### src/rtl/dmem_arb_pkg.sv
// dmem_arb_pkg
//   Shared types for the data-memory port arbiter.
//   owner_e      : which port a returning read belongs to
//   arb_state_e  : arbitration priority state
//   arb_status_t : registered FSM context (priority state + pending read owner),
//                  kept as one struct so the FSM state is easy to probe
//   WORD_MASK    : byte-offset bits of a word address
//   is_misaligned: true when any byte-offset bit of an address is set
package dmem_arb_pkg;

    typedef enum logic [1:0] {
        OWN_NONE = 2'd0,
        OWN_CORE = 2'd1,
        OWN_DBG  = 2'd2
    } owner_e;

    typedef enum logic {
        PRIO_CORE = 1'b0,
        PRIO_DBG  = 1'b1
    } arb_state_e;

    typedef struct packed {
        arb_state_e state;
        owner_e     rd_owner;
    } arb_status_t;

    localparam logic [1:0] WORD_MASK = 2'b11;

    function automatic logic is_misaligned(input logic [1:0] addr_lsb);
        return (addr_lsb & WORD_MASK) != 2'b00;
    endfunction

endpackage

### src/rtl/arb_starve_ctr.sv
// arb_starve_ctr
//   Counts consecutive arbitration losses of the debug port.
//   clk  : clock, rising edge
//   rst  : asynchronous active-high reset
//   inc  : debug port lost a conflict this cycle
//   clr  : debug port was granted (or the streak is otherwise broken)
//   hit  : count has reached LIMIT-1; the next loss must hand priority over
//   The count saturates at LIMIT-1; clr wins over inc.
module arb_starve_ctr #(
    parameter int unsigned LIMIT = 4
) (
    input  logic clk,
    input  logic rst,
    input  logic inc,
    input  logic clr,
    output logic hit
);

    localparam int unsigned   CW  = (LIMIT < 2) ? 1 : $clog2(LIMIT);
    localparam logic [CW-1:0] TOP = CW'(LIMIT - 1);

    logic [CW-1:0] cnt_q;

    always_ff @(posedge clk or posedge rst) begin
        if (rst) begin
            cnt_q <= '0;
        end else if (clr) begin
            cnt_q <= '0;
        end else if (inc && !hit) begin
            cnt_q <= cnt_q + CW'(1);
        end
    end

    assign hit = (cnt_q == TOP);

endmodule

### src/rtl/dmem_port_arbiter.sv
// dmem_port_arbiter
//   Shares a single-port data memory between the core load/store port and a
//   debug/loader port. The core has fixed priority, but after STARVE_LIMIT
//   consecutive lost conflicts the debug port is given one guaranteed cycle.
//
//   Handshake: a requester holds *_req (and its command fields) until it sees
//   *_gnt high in the same cycle; the access is issued to memory in that
//   cycle. Loads return one cycle later with *_rvalid for exactly one cycle.
//   Writes have no response.
//
//   Ports
//     clk, Reset                     clock, asynchronous active-high reset
//     core_req/we/addr/wdata         core request (held until granted)
//     core_gnt, core_stall           grant / core_req without grant
//     core_rvalid, core_rdata        core load return
//     core_err                       misaligned core access (consumed, not issued)
//     dbg_req/we/addr/wdata          debug request (addr[1:0] ignored)
//     dbg_gnt, dbg_rvalid, dbg_rdata debug grant and read return
//     mem_en/we/addr/wdata           memory command
//     mem_rdata                      memory read data, one cycle after a read
module dmem_port_arbiter
    import dmem_arb_pkg::*;
#(
    parameter int unsigned ADDR_W       = 32,
    parameter int unsigned DATA_W       = 32,
    parameter int unsigned STARVE_LIMIT = 4
) (
    input  logic              clk,
    input  logic              Reset,
    input  logic              core_req,
    input  logic              core_we,
    input  logic [ADDR_W-1:0] core_addr,
    input  logic [DATA_W-1:0] core_wdata,
    output logic              core_gnt,
    output logic              core_stall,
    output logic              core_rvalid,
    output logic [DATA_W-1:0] core_rdata,
    output logic              core_err,
    input  logic              dbg_req,
    input  logic              dbg_we,
    input  logic [ADDR_W-1:0] dbg_addr,
    input  logic [DATA_W-1:0] dbg_wdata,
    output logic              dbg_gnt,
    output logic              dbg_rvalid,
    output logic [DATA_W-1:0] dbg_rdata,
    output logic              mem_en,
    output logic              mem_we,
    output logic [ADDR_W-1:0] mem_addr,
    output logic [DATA_W-1:0] mem_wdata,
    input  logic [DATA_W-1:0] mem_rdata
);

    localparam logic [ADDR_W-1:0] DBG_ADDR_MASK = ~ADDR_W'(WORD_MASK);

    arb_status_t status_q, status_d;

    logic core_mis;
    logic core_val;
    logic core_win;
    logic dbg_win;
    logic cnt_inc;
    logic cnt_clr;
    logic starve_hit;

    logic [DATA_W-1:0] core_rdata_q;
    logic [DATA_W-1:0] dbg_rdata_q;

    // A misaligned core request is consumed with an error and never reaches
    // memory, so for arbitration it looks exactly like an idle core.
    assign core_mis = core_req && is_misaligned(core_addr[1:0]);
    assign core_val = core_req && !core_mis;

    arb_starve_ctr #(
        .LIMIT (STARVE_LIMIT)
    ) u_starve (
        .clk (clk),
        .rst (Reset),
        .inc (cnt_inc),
        .clr (cnt_clr),
        .hit (starve_hit)
    );

    // FSM state and pending-read owner
    always_ff @(posedge clk or posedge Reset) begin
        if (Reset) begin
            status_q <= '{state: PRIO_CORE, rd_owner: OWN_NONE};
        end else begin
            status_q <= status_d;
        end
    end

    // Next state, winner selection and counter control. Grants are gated
    // while Reset is high so every output reads 0 during reset.
    always_comb begin
        status_d          = status_q;
        status_d.rd_owner = OWN_NONE;
        core_win          = 1'b0;
        dbg_win           = 1'b0;
        cnt_inc           = 1'b0;
        cnt_clr           = 1'b0;

        if (!Reset) begin
            case (status_q.state)
                PRIO_CORE: begin
                    if (core_val) begin
                        core_win = 1'b1;
                        if (dbg_req) begin
                            cnt_inc = 1'b1;
                            if (starve_hit) begin
                                status_d.state = PRIO_DBG;
                            end
                        end
                    end else if (dbg_req) begin
                        dbg_win = 1'b1;
                        cnt_clr = 1'b1;
                    end
                end
                PRIO_DBG: begin
                    // One forced debug slot; if debug already withdrew,
                    // the core gets the slot instead. Either way the
                    // starvation streak is over.
                    status_d.state = PRIO_CORE;
                    cnt_clr        = 1'b1;
                    if (dbg_req) begin
                        dbg_win = 1'b1;
                    end else if (core_val) begin
                        core_win = 1'b1;
                    end
                end
                default: begin
                    status_d.state = PRIO_CORE;
                end
            endcase

            if (dbg_win && !dbg_we) begin
                status_d.rd_owner = OWN_DBG;
            end else if (core_win && !core_we) begin
                status_d.rd_owner = OWN_CORE;
            end
        end
    end

    // Memory command mux from the winning port
    always_comb begin
        mem_en    = 1'b0;
        mem_we    = 1'b0;
        mem_addr  = '0;
        mem_wdata = '0;
        if (dbg_win) begin
            mem_en    = 1'b1;
            mem_we    = dbg_we;
            mem_addr  = dbg_addr & DBG_ADDR_MASK;
            mem_wdata = dbg_wdata;
        end else if (core_win) begin
            mem_en    = 1'b1;
            mem_we    = core_we;
            mem_addr  = core_addr;
            mem_wdata = core_wdata;
        end
    end

    assign core_err   = core_mis && !Reset;
    assign core_gnt   = core_win || core_err;
    assign core_stall = core_req && !core_gnt && !Reset;
    assign dbg_gnt    = dbg_win;

    // Read return: the owner of the read issued last cycle sees mem_rdata
    // directly; the other port keeps showing its last returned word.
    assign core_rvalid = (status_q.rd_owner == OWN_CORE);
    assign dbg_rvalid  = (status_q.rd_owner == OWN_DBG);
    assign core_rdata  = core_rvalid ? mem_rdata : core_rdata_q;
    assign dbg_rdata   = dbg_rvalid ? mem_rdata : dbg_rdata_q;

    always_ff @(posedge clk or posedge Reset) begin
        if (Reset) begin
            core_rdata_q <= '0;
            dbg_rdata_q  <= '0;
        end else begin
            if (core_rvalid) begin
                core_rdata_q <= mem_rdata;
            end
            if (dbg_rvalid) begin
                dbg_rdata_q <= mem_rdata;
            end
        end
    end

endmodule
### config.mk
export PLATFORM = sky130hd
export DESIGN_NAME = dmem_port_arbiter
export DESIGN_NICKNAME = d
export VERILOG_FILES = /design/src/rtl/dmem_arb_pkg.sv /design/src/rtl/arb_starve_ctr.sv /design/src/rtl/dmem_port_arbiter.sv
export SDC_FILE = /design/constraint.sdc
export NUM_CORES = 1
export LEC_CHECK = 0
export CAP_MARGIN = 20
export CORE_AREA = 2 2 118 120
export CTS_BUF_LIST = sky130_fd_sc_hd__clkbuf_4
export DETAILED_ROUTE_END_ITERATION = 6
export DIE_AREA = 0 0 120 122
export PLACE_DENSITY = 0.7
export SLEW_MARGIN = 0
export SYNTH_ARGS = -nofsm -noshare
export SYNTH_HDL_FRONTEND = slang
export SYNTH_SLANG_ARGS = --single-unit
### constraint.sdc
create_clock -name clk -period 3.35 [get_ports clk]
set_input_delay 0.5025 -clock clk [delete_from_list [all_inputs] [get_ports clk]]
set_output_delay 0.5025 -clock clk [all_outputs]
set_load 0.01 [all_outputs]
== Yosys cells after proc, flatten, opt, wreduce, memory -nomap -nowiden ==
Index checks and enable logic that the tools add are counted.

* Bitwise gates (word level): 1
* Add/sub/neg operators: 1
* Reductions and logical operators: 17
* Mux-type cells: 34
* Equal/unequal tests: 3

{| class="wikitable"
|+ Operators by type and width
! kind !! count
|-
| $mux W32 || 6
|-
| $mux W1 || 20
|-
| $logic_and A1 B1 Y1 || 8
|-
| $mux W2 || 4
|-
| $pmux W1 S2 || 4
|-
| $logic_not A1 Y1 || 6
|-
| $eq A2 B2 Y1 const B || 2
|-
| $reduce_bool A2 Y1 || 2
|-
| $add A2 B1 Y2 const B || 1
|-
| $eq A2 B1 Y1 const B || 1
|-
| $logic_or A1 B1 Y1 || 1
|-
| $not A1 Y1 || 1
|}

* Register bits: 69
* Logic and storage cells: 61

== Depth between registers and ports, before layout ==
Gate-level depths: netlist (run 1).

* Depth in word-level cells: 13
* Gate-level depth with buffers: 5
* Gate-level depth less buffers: 4

== By module ==
From an unflattened synthesis (run 1), not the netlist that was laid out.

* Cell total of the unflattened synthesis: 255
* Area total of the unflattened synthesis: 3430.8 um^2

{| class="wikitable"
|+ By module, submodules not included
! module !! sequential area each (um^2) !! area each (um^2) !! cells an instance !! instances
|-
| dmem_port_arbiter || 1676.6 || 3303.2 || 244 || 1
|-
| arb_starve_ctr || 50.0 || 127.6 || 11 || 1
|}

== Least setup slack after synthesis (run 1) ==
Ideal clock, no wire load.

* Kind: input -> output
* Start: in Reset
* End: out mem_addr[10]
* Path slack: -0.047 ns
* Cell stages on the path: 4
* Buffers on the path: 1
* Arrival: 2.895 ns
* Required time: 2.847 ns
* Cell sequence: inv_1 > and3_1 > clkbuf_1 > a22o_1

* Cells in the longest elaborated chain, start to end: 3
* Elaborated cells on any way between the ends: 4
* Classes of those cells: mux: 4

{| class="wikitable"
|+ Ends and longest elaborated chain
! element !! RTL line !! text
|-
| start: declaration || dmem_port_arbiter.sv:29 || <nowiki>input logic Reset,</nowiki>
|-
| $mux W1 || dmem_port_arbiter.sv:102 || <nowiki>if (!Reset) begin</nowiki>
|-
| $mux W32 || dmem_port_arbiter.sv:154 || <nowiki>end else if (core_win) begin</nowiki>
|-
| $mux W32 (*) || dmem_port_arbiter.sv:149 || <nowiki>if (dbg_win) begin</nowiki>
|-
| end: declaration || dmem_port_arbiter.sv:48 || <nowiki>output logic [ADDR_W-1:0] mem_addr,</nowiki>
|}

Every way passes the cells marked *; elsewhere a longest branch is shown, timed or not.

== Final worst setup path (run 1) ==
* Start: in core_req
* End: out mem_addr[29]

* Cells in the longest elaborated chain, start to end: 10
* Elaborated cells on any way between the ends: 14
* Classes of those cells: mux: 11; reduce/logical: 3

{| class="wikitable"
|+ Ends and longest elaborated chain
! element !! RTL line !! text
|-
| start: declaration || dmem_port_arbiter.sv:30 || <nowiki>input logic core_req,</nowiki>
|-
| $logic_and A1 B1 Y1 || dmem_port_arbiter.sv:70 || <nowiki>assign core_mis = core_req && is_misaligned(core_addr[1:0]);</nowiki>
|-
| $logic_not A1 Y1 || dmem_port_arbiter.sv:71 || <nowiki>assign core_val = core_req && !core_mis;</nowiki>
|-
| $logic_and A1 B1 Y1 (*) || dmem_port_arbiter.sv:71 ||
|-
| $mux W1 || dmem_port_arbiter.sv:105, dmem_port_arbiter.sv:126 ||
|-
| $mux W1 || dmem_port_arbiter.sv:124 || <nowiki>if (dbg_req) begin</nowiki>
|-
| $pmux W1 S2 || dmem_port_arbiter.sv:103 || <nowiki>case (status_q.state)</nowiki>
|-
| $mux W1 (2 in series) || dmem_port_arbiter.sv:102 ||
|-
| $mux W32 || dmem_port_arbiter.sv:154 ||
|-
| $mux W32 (*) || dmem_port_arbiter.sv:149 ||
|}

Every way passes the cells marked *; elsewhere a longest branch is shown, timed or not. The select of a mux whose other input is x is not followed.

==> impl_metrics.toml, run 1 <==
[grt]
grt_antenna_before_repair = 1
grt_pass1_wl_um = 19400
grt_start_max_net_pins = 72
global_route.overflow_total = 0
globalRouteTotalUtil_pct = 17.7
first_global_vias = 3446

[finish]
fill_cells = 1221
ff_latch_area_sq_mm = 0.00173
antennaDiodeCount = 0
area_of_the_multi_input_gates_sq_mm = 0.00149
final_design_area_no_fill_sq_mm = 0.00676
final_cells = 730
finalNetCount = 712
post_route_cells_drive_above_1_share_pct = 18.2
layout-area-overhead-vs-synth_pct = 101

[floorplan]
num_rows = 43
die_h_um = 122
core-area_sq_mm = 0.0135
boundaryPins = 302
floorplan.die_area_sq_mm = 0.0146
starting_utilization_of_the_core_area_pct = 24.9
dieWidth_um = 120

[yosys]
synth.ff_latch_count = 69
post_synth_instance_area_sq_mm = 0.00336
yosys-top-cells-area = "dfrtp_1 51%, mux2_2 21%, a22o_1 16%"
avgSynthCellArea_sq_um = 13.5
synthesized_instance_count = 250
portion_of_synthesized_cell_area_occupied_by_the_leading_cell_type_pct = 51.3
synth_cell_type_count = 26
synth_seq_area_share_pct = 51.3
yosys_warnings = 0
post-synth-top-area-cell = "dfrtp_1"

[placed_design]
placed_cell_area_sq_mm = 0.00652
io_buffer_count = 297
sum_of_net_half_perimeters_after_detailed_placement_um = 10900
place_inst = 711
pre_cts_ws_ns = 0.0577
place_congestion = 0.824

[critical_path]
setup.worst_path.start = "core_req"
timing.critical_path.cells = "clkdlybuf4s50_1 -> or4b_4 -> a21oi_4 -> buf_12 -> clkbuf_16 -> a22o_1 -> clkdlybuf4s50_1"
critical_path_class = "in -> out"
worstReg2RegStart = "status_q[2]$_DFFE_PP0N_"
crit_path_max_incr_delay_ns = 0.54
worst_setup_path_start_kind = "primary input"
cp_slowest_cell = "clkdlybuf4s50_1"
crit_top_cell = "clkdlybuf4s50_1"
critical_path_required_ns = 2.85
critPathMaxFanout = 21
worst-endpoint-arrival_ns = 2.76
worst_setup_path_end_kind = "output port"

[sta]
setup_ws_ns = 0.0866
min_period_over_period_pct = 97.4
finalSetupTns_ns = 0
timing.max_slew.rel_slack_pct = 41.2
report.final.hold_viol_count = 0
clock_skew_ns = 0.00985
final_max_slew_viol_count = 0
worst_slew_pin_slew_ns = 0.882
fin_crit_ns = 3.26
fmax_mhz = 306
timing.final.setup_violations = 0
whs_ns = 0.505

[drt]
post-route-drc-count = 0
routed_wire_length_per_instance_um = 18.8
drt_pass1_iterations = 4
remaining_antenna_violation_count = 0
detail_route.wirelength_um = 13700
starting_drc_count_in_detailed_routing = 163
num_vias = 3344
avgViaCountPerCell = 4.58

[min_path]
worst_hold_path_type = "reg -> reg"
hold_start = "dbg_rdata_q[6]$_DFF_PP0_"

[clock_network]
cts.reportedPaths.clkPinSlew_ns = 0.10
root_buffer_master = "clkbuf_4"
cts_tree = "built"
worstSkewPairLatency_ns = 0.41
cts_made_buffers = 9
clockBufferDepth = 2
cts-htree-levels = 3
cts_num_sinks = 69

[pwr]
power_leakage_nw = 2.75
p_per_area_mw_per_mm2 = 409
worst_ir_drop_vdd_mv = 0.136

[status]
outcome = "completed"

[run]
max_cap_violations = 0
## metrics by stage
stage / total power, W / util, %
after floorplan: 0.00148 / -
after global placement: 0.00217 / 48.3
after detailed placement: 0.00220 / 48.3
after global routing: 0.00293 / 50.0
after CTS: 0.00281 / 49.4
final: 0.00277 / 50.0
## routing by layer
| metal | global-route usage, % | up-vias | part of all wire [%] |
|---|---|---|---|
| met5 | 0 | - | 0.095 |
| met3 | 8.43 | 13 | 12 |
| met1 | 19.2 | 1619 | 35 |
| met4 | 4.78 | 2 | 1.1 |
| li1 | - | 1539 | - |
| met2 | 30.9 | 171 | 52 |
## synth_stat cells
cell type	number
dfrtp_1	69
or3_1	2
nor2b_1	3
nand2b_1	1
a21o_1	1
buf_4	7
and3_1	2
a22o_1	63
ha_1	1
nand3_1	1
a22oi_1	2
a21oi_2	1
clkbuf_1	8
conb_1	1
or4b_1	1
o21ai_0	3
or4b_4	1
inv_1	3
mux2_2	64
nor4b_1	1
buf_6	5
nand2_1	1
or2_2	2
or3b_2	2
buf_2	4
o211a_1	1
## cell type report
cell class	count	share of cell area, %
flip-flops and latches	69	25.6
well taps	180	3.33
inverters	3	0.222
clock inverters	7	1.33
clock buffers	9	1.00
repair buffers	307	46.5
multi-input cells	155	22.0
## final timing paths
path / cells past startpoint / to / slack [ns]
min reg2reg: 1 / dbg_rdata_q[6]$_DFF_PP0_ / 0.50
max: 7 / mem_addr[29] / 0.09
min: 1 / dbg_rdata_q[6]$_DFF_PP0_ / 0.50
max in group asynchronous: 4 / dbg_rdata_q[25]$_DFF_PP0_ / 1.91
max reg2reg: 4 / status_q[1]$_DFF_PP0_ / 1.58
min in group asynchronous: 4 / u_starve.cnt_q[0]$_DFFE_PP0P_ / 0.83
## registers in the layout (all words and copies together), names as in the netlist
| name | count |
|---|---|
| core_rdata_q | 32 |
| dbg_rdata_q | 32 |
| status_q | 3 |
| u_starve.cnt_q | 2 |
## cell usage in the layout (no fill, tap or decap), types with 2 or more instances in the layout
master	count
inv_1	2
or3b_2	2
buf_4	3
clkdlybuf4s50_1	295
clkinvlp_4	3
clkbuf_16	2
clkinv_2	3
nor2b_1	2
buf_12	4
mux2_2	64
or2_2	2
a22o_1	63
bufinv_16	2
dfrtp_1	69
dlymetal6s2s_1	2
conb_1	2
or3_1	2
clkbuf_4	9
o21ai_0	3
a22oi_1	2
## critical path, delay by kind of cell
family                 cells  cell delay [ns]
AND/OR/NAND/NOR            1             0.52
AO/OA/AOI/OAI              2             0.33
buffers and inverters      4             1.39
## kinds of logic after synthesis
kind of cell               after synthesis  synth area share (%)
muxes                                   64                  21.4
AOI/OAI and AO/OA                       71                  18.1
buffers and inverters                   27                  5.06
other                                    1                 0.112
adders and majority gates                1                 0.372
and+or+nand+nor                         17                  3.61
DFF                                     69                  51.3
## where the power goes
group	internal [W]	switching (W)
clock network	0.000298	0.000296
logic	0.000710	0.000416
registers	0.00101	0.0000402
total	0.00201	0.000752
## timing repair
action,in CTS,in global routing
hold buffers,0,0
endpoints found under the setup margin,0,22
resized for setup,0,3
setup buffers,0,1
Note: power is estimated with default switching activity, not from simulation.
==> run 2: changes to the inputs <==
--- a/config.mk
+++ b/config.mk
@@ -5,7 +5,6 @@
 export SDC_FILE = /design/constraint.sdc
 export NUM_CORES = 1
 export LEC_CHECK = 0
-export CAP_MARGIN = 20
 export CORE_AREA = 2 2 118 120
 export CTS_BUF_LIST = sky130_fd_sc_hd__clkbuf_4
 export DETAILED_ROUTE_END_ITERATION = 6
==> results of run 2 <==
The final DEF is identical to that of run 1; final timing and power are the same.
